## src/rtl/core_writeback_scoreboard.sv

```systemverilog
// Writeback scoreboard: tracks in-flight register writes per execution unit,
// arbitrates ready results onto the two register-file write ports and
// produces pending-write masks plus dispatch back-pressure.

// In-order FIFO of destination registers with a per-entry valid bit so the
// pending mask can be built without pointer arithmetic.
module core_writeback_scoreboard_fifo #(
    parameter int DEPTH = 2
) (
    input  logic        clk,
    input  logic        rst,
    input  logic        push,
    input  logic [3:0]  push_rd,
    input  logic        pop,
    output logic [3:0]  head_rd,
    output logic        nonempty,
    output logic        full,
    output logic [15:0] mask
);
    localparam int PW = (DEPTH > 1) ? $clog2(DEPTH) : 1;
    localparam int CW = $clog2(DEPTH + 1);
    localparam logic [CW-1:0] FULL_CNT = CW'(DEPTH);
    localparam logic [PW-1:0] LAST_PTR = PW'(DEPTH - 1);

    logic [DEPTH-1:0][3:0] mem_q, mem_d;
    logic [DEPTH-1:0]      vld_q, vld_d;
    logic [PW-1:0]         rp_q, rp_d, wp_q, wp_d;
    logic [CW-1:0]         cnt_q, cnt_d;
    logic                  do_push, do_pop;

    // Push is refused while full, even if the head pops this same cycle.
    always_comb begin
        do_push = push && (cnt_q != FULL_CNT);
        do_pop  = pop && (cnt_q != '0);
        mem_d   = mem_q;
        vld_d   = vld_q;
        rp_d    = rp_q;
        wp_d    = wp_q;
        cnt_d   = cnt_q;
        if (do_pop) begin
            vld_d[rp_q] = 1'b0;
            rp_d        = (rp_q == LAST_PTR) ? '0 : rp_q + 1'b1;
        end
        if (do_push) begin
            mem_d[wp_q] = push_rd;
            vld_d[wp_q] = 1'b1;
            wp_d        = (wp_q == LAST_PTR) ? '0 : wp_q + 1'b1;
        end
        if (do_push && !do_pop)      cnt_d = cnt_q + 1'b1;
        else if (!do_push && do_pop) cnt_d = cnt_q - 1'b1;
    end

    // FIFO state register.
    always_ff @(posedge clk or posedge rst) begin
        if (rst) begin
            mem_q <= '0;
            vld_q <= '0;
            rp_q  <= '0;
            wp_q  <= '0;
            cnt_q <= '0;
        end else begin
            mem_q <= mem_d;
            vld_q <= vld_d;
            rp_q  <= rp_d;
            wp_q  <= wp_d;
            cnt_q <= cnt_d;
        end
    end

    // One-hot OR of every live entry's destination.
    always_comb begin
        mask = '0;
        for (int j = 0; j < DEPTH; j++)
            if (vld_q[j]) mask[mem_q[j]] = 1'b1;
    end

    assign head_rd  = mem_q[rp_q];
    assign nonempty = (cnt_q != '0);
    assign full     = (cnt_q == FULL_CNT);
endmodule

module core_writeback_scoreboard #(
    parameter int LDST_DEPTH = 2,
    parameter int MUL_DEPTH  = 2
) (
    input  logic        clk,
    input  logic        rst,
    input  logic        dispatch_a,
    input  logic [1:0]  disp_a_eu,
    input  logic        disp_a_wb,
    input  logic [3:0]  disp_a_rd,
    input  logic        dispatch_b,
    input  logic [1:0]  disp_b_eu,
    input  logic        disp_b_wb,
    input  logic [3:0]  disp_b_rd,
    input  logic        req_alu_a,
    input  logic        req_alu_b,
    input  logic        req_mul,
    input  logic        req_ldst,
    input  logic        req_branch,
    output logic [4:0]  gnt,
    output logic [1:0]  wr_en,
    output logic [3:0]  wr_rd_0,
    output logic [3:0]  wr_rd_1,
    output logic [2:0]  wr_sel_0,
    output logic [2:0]  wr_sel_1,
    output logic [15:0] mask_alu_a,
    output logic [15:0] mask_alu_b,
    output logic [15:0] mask_mul,
    output logic [15:0] mask_ldst,
    output logic [15:0] mask_branch,
    output logic        ldst_wait,
    output logic        mul_wait,
    output logic        wb_stall_branch
);
    localparam logic [1:0] EU_ALU = 2'd0, EU_MUL = 2'd1, EU_LDST = 2'd2, EU_BR = 2'd3;

    logic       alu_a_vld_q, alu_a_vld_d, alu_b_vld_q, alu_b_vld_d, br_vld_q, br_vld_d;
    logic [3:0] alu_a_rd_q, alu_a_rd_d, alu_b_rd_q, alu_b_rd_d, br_rd_q, br_rd_d;
    logic       alloc_alu_a, alloc_alu_b, alloc_br_a, alloc_br_b;
    logic       push_ldst_a, push_ldst_b, push_mul_a, push_mul_b;
    logic       ldst_ne, mul_ne;
    logic [3:0] ldst_head, mul_head;
    logic [4:0] req_v;
    logic [4:0][3:0] src_rd;

    // Which storage each slot's dispatch allocates into (write-back only).
    always_comb begin
        alloc_alu_a = dispatch_a && disp_a_wb && (disp_a_eu == EU_ALU);
        alloc_alu_b = dispatch_b && disp_b_wb && (disp_b_eu == EU_ALU);
        alloc_br_a  = dispatch_a && disp_a_wb && (disp_a_eu == EU_BR);
        alloc_br_b  = dispatch_b && disp_b_wb && (disp_b_eu == EU_BR);
        push_ldst_a = dispatch_a && disp_a_wb && (disp_a_eu == EU_LDST);
        push_ldst_b = dispatch_b && disp_b_wb && (disp_b_eu == EU_LDST);
        push_mul_a  = dispatch_a && disp_a_wb && (disp_a_eu == EU_MUL);
        push_mul_b  = dispatch_b && disp_b_wb && (disp_b_eu == EU_MUL);
    end

    // Fixed-priority arbitration; bit index doubles as the data-mux select.
    always_comb begin
        req_v = {req_branch & br_vld_q, req_mul & mul_ne, req_ldst & ldst_ne,
                 req_alu_b & alu_b_vld_q, req_alu_a & alu_a_vld_q} & {5{~rst}};
        src_rd   = {br_rd_q, mul_head, ldst_head, alu_b_rd_q, alu_a_rd_q};
        gnt      = '0;
        wr_en    = '0;
        wr_rd_0  = '0;
        wr_rd_1  = '0;
        wr_sel_0 = '0;
        wr_sel_1 = '0;
        for (int i = 0; i < 5; i++) begin
            if (req_v[i]) begin
                if (!wr_en[0]) begin
                    wr_en[0] = 1'b1;
                    wr_rd_0  = src_rd[i];
                    wr_sel_0 = 3'(i);
                    gnt[i]   = 1'b1;
                end else if (!wr_en[1]) begin
                    wr_en[1] = 1'b1;
                    wr_rd_1  = src_rd[i];
                    wr_sel_1 = 3'(i);
                    gnt[i]   = 1'b1;
                end
            end
        end
    end

    // Single-entry slots: a new allocation wins over a same-cycle release.
    always_comb begin
        alu_a_vld_d = alloc_alu_a | (alu_a_vld_q & ~gnt[0]);
        alu_a_rd_d  = alloc_alu_a ? disp_a_rd : alu_a_rd_q;
        alu_b_vld_d = alloc_alu_b | (alu_b_vld_q & ~gnt[1]);
        alu_b_rd_d  = alloc_alu_b ? disp_b_rd : alu_b_rd_q;
        br_vld_d    = alloc_br_a | alloc_br_b | (br_vld_q & ~gnt[4]);
        br_rd_d     = alloc_br_a ? disp_a_rd : (alloc_br_b ? disp_b_rd : br_rd_q);
    end

    // Slot state register.
    always_ff @(posedge clk or posedge rst) begin
        if (rst) begin
            alu_a_vld_q <= 1'b0;
            alu_b_vld_q <= 1'b0;
            br_vld_q    <= 1'b0;
            alu_a_rd_q  <= '0;
            alu_b_rd_q  <= '0;
            br_rd_q     <= '0;
        end else begin
            alu_a_vld_q <= alu_a_vld_d;
            alu_b_vld_q <= alu_b_vld_d;
            br_vld_q    <= br_vld_d;
            alu_a_rd_q  <= alu_a_rd_d;
            alu_b_rd_q  <= alu_b_rd_d;
            br_rd_q     <= br_rd_d;
        end
    end

    // Slot masks.
    always_comb begin
        mask_alu_a  = '0;
        mask_alu_b  = '0;
        mask_branch = '0;
        if (alu_a_vld_q) mask_alu_a[alu_a_rd_q] = 1'b1;
        if (alu_b_vld_q) mask_alu_b[alu_b_rd_q] = 1'b1;
        if (br_vld_q)    mask_branch[br_rd_q]   = 1'b1;
    end

    core_writeback_scoreboard_fifo #(.DEPTH(LDST_DEPTH)) u_ldst (
        .clk(clk), .rst(rst),
        .push(push_ldst_a | push_ldst_b), .push_rd(push_ldst_a ? disp_a_rd : disp_b_rd),
        .pop(gnt[2]), .head_rd(ldst_head), .nonempty(ldst_ne), .full(ldst_wait),
        .mask(mask_ldst)
    );

    core_writeback_scoreboard_fifo #(.DEPTH(MUL_DEPTH)) u_mul (
        .clk(clk), .rst(rst),
        .push(push_mul_a | push_mul_b), .push_rd(push_mul_a ? disp_a_rd : disp_b_rd),
        .pop(gnt[3]), .head_rd(mul_head), .nonempty(mul_ne), .full(mul_wait),
        .mask(mask_mul)
    );

    assign wb_stall_branch = br_vld_q;
endmodule

```

## config.mk

```make
export PLATFORM = sky130hd
export DESIGN_NAME = core_writeback_scoreboard
export DESIGN_NICKNAME = d
export VERILOG_FILES = /design/src/rtl/core_writeback_scoreboard.sv
export SDC_FILE = /design/constraint.sdc
export NUM_CORES = 1
export LEC_CHECK = 0
export ABC_AREA = 1
export BUFFER_PORTS_ARGS = -buffer_cell sky130_fd_sc_hd__buf_2
export CORE_ASPECT_RATIO = 0.5
export CORE_UTILIZATION = 46
export DETAILED_ROUTE_END_ITERATION = 10
export HOLD_SLACK_MARGIN = 0.02
export PLACE_DENSITY_LB_ADDON = 0.08
export SLEW_MARGIN = 10
export SYNTH_ARGS = -nofsm -noshare
export SYNTH_HDL_FRONTEND = slang
export SYNTH_SLANG_ARGS = --single-unit
```

## constraint.sdc

```tcl
create_clock -name clk -period 2.4 [get_ports clk]
set_clock_uncertainty 0.2 [all_clocks]
set_input_delay 0.12 -clock clk [delete_from_list [all_inputs] [get_ports clk]]
set_output_delay 0.12 -clock clk [all_outputs]
set_load 0.02 [all_outputs]
```

# Yosys cells after proc, flatten, opt, wreduce, memory -nomap -nowiden
# Cells that the tools add are included.
[totals] register_bits=43 latch_bits=0 ram_bits=0 mem_bits_ro=0 input_bits=23 output_inout_bits=104 elab_cells=243 memories=0
[op_classes] addsub=8 mul=0 div_mod_pow=0 magnitude_cmp=22 n_eq_ne=10 shift=0 n_mux=118 bitwise=27 reduce_logical=40
[op_table] operator="$mux 4" n=31
[op_table] operator="$mux 16" n=7
[op_table] operator="$mux 3" n=15
[op_table] operator="$mux 1" n=38
[op_table] operator="$lt 4x5->1 const B" n=7
[op_table] operator="$or 16x16->16" n=2
[op_table] operator="$logic_and 1x1->1" n=29
[op_table] operator="$demux 1 s4" n=7
[op_table] operator="$ge 4x1->1 const B" n=7
[op_table] operator="$mux 2" n=12
[op_table] operator="$bwmux 8" n=2
[op_table] operator="$eq 2x2->1 const B" n=6
[op_table] operator="$reduce_bool 2->1" n=5
[op_table] operator="$and 1x1->1" n=8
[op_table] operator="$demux 4 s1" n=2
[op_table] operator="$lt 1x2->1 const B" n=4
[op_table] operator="$or 1x1->1" n=6
[op_table] operator="$and 5x5->5" n=1
[op_table] operator="$add 1x1->1 const B" n=4
[op_table] operator="$add 2x1->2 const B" n=2
[op_table] operator="$and 2x2->2" n=2
[op_table] operator="$demux 1 s1" n=4
[op_table] operator="$eq 2x1->1 const B" n=2
[op_table] operator="$ge 1x1->1 const B" n=4
[op_table] operator="7 further kinds" n=18

# Longest topological paths before layout
[depth] ltp_word=16 depth_mapped=14 depth_no_buf=12

# Modules after synthesis
# Synthesis repeated with hierarchy kept, for this count alone.
[unflattened] cells_unflattened=620 area_unflattened_um2=3771.1
[by_module_without_submodules] mod="core_writeback_scoreboard" instances=1 cells_each=310 area_per_inst_um2=1789.2 seq_area_each_um2=375.4
[by_module_without_submodules] mod="core_writeback_scoreboard_fifo (u_mul)" instances=1 cells_each=158 area_per_inst_um2=1007.2 seq_area_each_um2=350.3
[by_module_without_submodules] mod="core_writeback_scoreboard_fifo (u_ldst)" instances=1 cells_each=152 area_per_inst_um2=974.7 seq_area_each_um2=350.3

# Least setup slack after synthesis
# OpenSTA, ideal clock, no wires.
[synth_timing] path_type="input port to flip-flop" startpoint="in rst" endpoint="reg u_mul.cnt_q[1]" setup_ns=0.131 t_arrival_ns=2.317 required_ns=2.069 slack_ns=-0.248 cell_stages=11 n_path_buf=1 cell_sequence="inv_2 -> nand3_1 -> ha_1 -> buf_4 -> inv_1 -> nand2_1 -> nand2_1 -> ha_1 -> a21oi_1 -> o21ai_0 -> xor2_1"
[synth_between] elab_chain_cells=14 word_cells_on_any_way=16 classes_between="mux: 9; bitwise: 2; reduce/logical: 5"
[synth_rtl] item="from (decl)" line_no="87" rtl="input logic rst,"
[synth_rtl] item="$not 1->1 (*)" line_no="142" rtl="req_alu_b & alu_b_vld_q, req_alu_a & alu_a_vld_q} & {5{~rst}};"
[synth_rtl] item="$and 5x5->5 (*)" line_no="142"
[synth_rtl] item="$mux 1" line_no="151" rtl="if (req_v[i]) begin"
[synth_rtl] item="$mux 1" line_no="152" rtl="if (!wr_en[0]) begin"
[synth_rtl] item="$mux 2" line_no="151"
[synth_rtl] item="$mux 1" line_no="152"
[synth_rtl] item="$mux 2" line_no="151"
[synth_rtl] item="$mux 1" line_no="157" rtl="end else if (!wr_en[1]) begin"
[synth_rtl] item="$mux 1" line_no="152"
[synth_rtl] item="$mux 1 (*)" line_no="151"
[synth_rtl] item="$logic_and 1x1->1 (*)" line_no="34" rtl="do_pop = pop && (cnt_q != '0);"
[synth_rtl] item="$logic_not 1->1" line_no="49" rtl="if (do_push && !do_pop) cnt_d = cnt_q + 1'b1;"
[synth_rtl] item="$logic_and 1x1->1" line_no="49"
[synth_rtl] item="$mux 2 / $reduce_bool 2->1 (equally long branches)"
[synth_rtl] item="to (signal assigned)" line_no="66" rtl="cnt_q <= cnt_d;"
[synth_rtl] item="to (decl)" line_no="28" rtl="logic [CW-1:0] cnt_q, cnt_d;"
# Every way passes the cells marked *; elsewhere a longest branch is shown, timed or not.
# A chain may end at the register's enable or synchronous reset.

# Final worst setup path
[layout_timing] startpoint="reg u_ldst.rp_q" endpoint="out wr_rd_1[2]"
[layout_between] elab_chain_cells=11
[layout_rtl] item="from (decl)" line_no="27" rtl="logic [PW-1:0] rp_q, rp_d, wp_q, wp_d;"
[layout_rtl] item="from (signal assigned)" line_no="64" rtl="rp_q <= rp_d;"
[layout_rtl] item="$mux 4 (implied by the code) (*) (2 in series)" line_no="77" rtl="assign head_rd = mem_q[rp_q];"
[layout_rtl] item="$mux 4 (*)" line_no="157"
[layout_rtl] item="$mux 4 (*)" line_no="152"
[layout_rtl] item="$mux 4 (*)" line_no="151"
[layout_rtl] item="$mux 4" line_no="157"
[layout_rtl] item="$mux 4" line_no="152"
[layout_rtl] item="$mux 4 (*)" line_no="151"
[layout_rtl] item="$mux 4" line_no="157"
[layout_rtl] item="$mux 4" line_no="152"
[layout_rtl] item="$mux 4 (*)" line_no="151"
[layout_rtl] item="to (decl)" line_no="104" rtl="output logic [3:0] wr_rd_1,"
# Every way passes the cells marked *; elsewhere a longest branch is shown, timed or not. The select of a mux whose other input is x is not followed.

==> metrics.md <==
| Metric | Value |
|---|---|
| Share of cells above drive strength 1 | 25.7% |
| WL final | 10900 um |
| Post-Syn Area per Cell | 6.26 um2 |
| Fin util | 63.2% |
| Final Hold Fails | 0 |
| Final nets | 739 |
| Crit. End Element | output port |
| DRC viols | 0 |
| DRT Pass-1 Iters | 5 |
| DIE WIDTH | 126 um |
| Root Buffer | clkbuf_16 |
| WP data required | 2.08 ns |
| Routed Antenna Nets | 0 |
| Largest net degree at the start of global routing | 29 |
| Worst R2R Start | alu_b_vld_q$_DFF_PP0_ |
| Placed instance count | 785 |
| Antenna diodes | 0 |
| Die Y | 63.9 um |
| Crit path launch type | register |
| Clk_lat worst skew | 0.29 ns |
| Routability cong. | 0.917 |
| Hold path startpoint | disp_b_rd[0] |
| Synth Net Count | 591 |
| Reg2reg setup slack | 0.27 ns |
| Leakage | 2.55 nW |
| WHS Endpoint | alu_b_rd_q[0]$_DFFE_PP0P_ |
| Post-detail-place hpwl | 8520 um |
| Max-slew violations | 0 |
| WL per Instance | 13.5 um |
| Sequential cell area fraction in the yosys report | 30.6% |
| Starting Density | 47.7% |
| Core Box Area | 7380 um2 |
| Initial antenna violation count | 0 |
| Yosys cell types | 26 |
| Top cell types by occurrence after synthesis | 140 x nand2_1, 79 x nor2_1, 78 x o21ai_0, 72 x inv_1, 58 x nand3_1 |
| Total GRT Usage | 27.6% |
| Initial DRC Count | 270 |
| IO Count | 127 |
| Relative slew slack | 55.7% |
| CTS H-tree lvls | 2 |
| Aggregate global routing overflow | 0 |
| Max-cap viol count | 0 |
| Pwr Density | 985 nW/um2 |
| Number of synthesized flops with an enable pin | 0 |
| Asr flop ratio synth | 100% |
| Synth Flop Type | dfrtp_1 |
| Yosys top cell area share | 30.6% |
| Final setup vio count | 0 |
| First-pass GRT wire length | 17400 um |
| Worst Path Arrival | 1.99 ns |
| Clock buffer depth | 2 |
| Period utilisation layout | 96.2% |
| Port Buffers | 126 |
| Row count | 22 |
| Reg2reg path depth | 10 |
| Synthesized cell area | 3520 um2 |
| Worst r2r dst | u_ldst.cnt_q[1]$_DFFE_PP0P_ |
| Dominant cell type by area after synthesis | dfrtp_1 |
| Synthesis warning total | 0 |
| DR vias | 4140 |
| F_max | 433 MHz |
| Post-synthesis cell count | 562 |
| Synth area leaders | dfrtp_1 31%, nand2_1 15%, o21ai_0 11% |
| Worst VDD drop | 0.338 mV |
| Status | finished, final reports clean |
| Worst Hold Depth | 3 |
| CTS Buf Count | 5 |
| Post-route insts no fill | 807 |
| Power consumption | 0.00459 W |
| Die ar. | 8030 um2 |
| Worst-path maximum fanout | 11 |
| DR vias/cell | 5.13 |
| Worst Tran Pin Value | 0.663 ns |
| Clk sink count | 43 |
| Area grow syn2layout | 32.3% |
| HP Class | in2reg |
| Synthesis-stage register bit count | 43 |
| CTS tree | yes |
| Cell with the most instances after synthesis | nand2_1 |
| Critical path class | reg2out |
| Minimum clock period | 2.31 ns |
| Clock transition at the registers of the reported paths | 0.06 ns |
| Vias in the first global route | 3537 |
-- state kept, by name, summed over array words and instances (netlist names) --
signal           flops
u_mul.wp_q           1
alu_a_vld_q          1
u_ldst.mem_q         8
u_ldst.cnt_q         2
u_mul.mem_q          8
u_ldst.rp_q          1
u_ldst.wp_q          1
alu_b_rd_q           4
u_mul.cnt_q          2
u_mul.rp_q           1
wb_stall_branch      1
alu_a_rd_q           4
alu_b_vld_q          1
u_mul.vld_q          2
br_rd_q              4
u_ldst.vld_q         2
-- worst max-delay path by stage --
stage / start / endpoint / slack [ns] / depth (start not counted)
2_1_floorplan: alu_b_vld_q$_DFF_PP0_ / u_mul.cnt_q[1]$_DFFE_PP0P_ / 0.02 / 13
3_3_place_gp: alu_b_vld_q$_DFF_PP0_ / wr_rd_1[2] / 0.22 / 13
3_5_place_dp: alu_b_vld_q$_DFF_PP0_ / wr_rd_1[2] / 0.17 / 11
4_1_cts: alu_b_vld_q$_DFF_PP0_ / wr_sel_1[0] / 0.01 / 13
5_1_grt: alu_b_vld_q$_DFF_PP0_ / wr_rd_1[2] / -0.02 / 13
6_report: u_ldst.rp_q$_DFFE_PP0P_ / wr_rd_1[2] / 0.09 / 7
-- per-stage QoR --
step / hold slack [ns] / area (um2) / TNS (ns) / setup WS [ns]
floorplan: -0.180 / 3520 / 0 / 0.0151
global placement: 0.0369 / 4290 / 0 / 0.221
detailed placement: 0.0457 / 4290 / 0 / 0.174
CTS: 0.0547 / 4590 / 0 / 0.0120
global route: 0.0581 / 4660 / -0.0164 / -0.0164
finish: 0.0495 / 4660 / 0 / 0.0902
-- power breakdown --
group	internal [W]	leakage (nW)	total (W)	switching (W)
clock network	0.000491	0.0838	0.000789	0.000298
logic	0.000735	1.94	0.00235	0.00161
registers	0.00102	0.526	0.00145	0.000431
-- area by class of cell --
cell class              instances  area [um2]
multi-input cells             433        2160
repair buffers                148         833
fillers                       721        2720
inverters                      79         304
clock buffers                   5         125
flip-flops and latches         43        1080
well taps                      96         120
clock inverters                 3        43.8
-- kinds of logic (layout without fill, tap and decap cells) --
family                     Yosys count  after routing  synth area share [%]
buffers and inverters               86            235                  9.74
DFF                                 43             43                  30.6
and+or+nand+nor                    321            321                  40.0
AOI/OAI and AO/OA                   98             98                  15.6
adders and majority gates            6              6                  2.13
xor gates and xnor gates             8              8                  1.99
-- cells in the final DEF (no fill, tap or decap) --
cell	netlist	layout
o31ai_1	4	4
bufinv_16	0	1
o211ai_1	1	1
a21oi_1	9	9
buf_2	3	125
dfrtp_2	0	1
clkbuf_16	0	5
buf_4	3	11
nand2_8	0	1
nand2_1	140	137
dlygate4sd3_1	0	11
clkinv_4	0	1
clkinv_2	0	1
inv_4	0	1
clkinv_1	2	2
a21oi_4	3	3
nor2_2	3	4
xnor2_1	2	2
nand2_4	5	4
nor2_4	2	4
dfrtp_1	43	42
nor2_1	79	76
buf_8	0	1
o221ai_1	3	3
inv_6	1	1
inv_1	72	71
ha_4	0	1
ha_1	6	5
nand3_4	0	1
nand2_2	7	10
inv_2	4	4
xor2_1	6	6
nand3_1	58	58
o21ai_0	78	78
nor3_1	23	23
nand3_2	4	3
-- worst max-delay path, stage by stage (launching register included) --
cell,delay [ns]
dfrtp_1,0.50
o21ai_0,0.58
nor2_1,0.11
nor2_1,0.15
nand2_1,0.07
nand3_1,0.08
nand2_1,0.06
buf_4,0.15
-- per-layer routing --
layer	routed length [um]	track usage (%)	part of all wire, %
met5	0	0	0
met4	71	4.57	0.65
met3	710	4.27	6.5
met2	4600	45.3	42
met1	5530	38.9	51
-- timing repair --
action	CTS	global route
buffers inserted	1	2
endpoints found under the hold margin	53	0
hold buffers	11	0
pin swaps	0	4
gates resized for setup	2	15
endpoints found under the setup margin	12	10
Note: power is estimated with default switching activity, not from simulation.
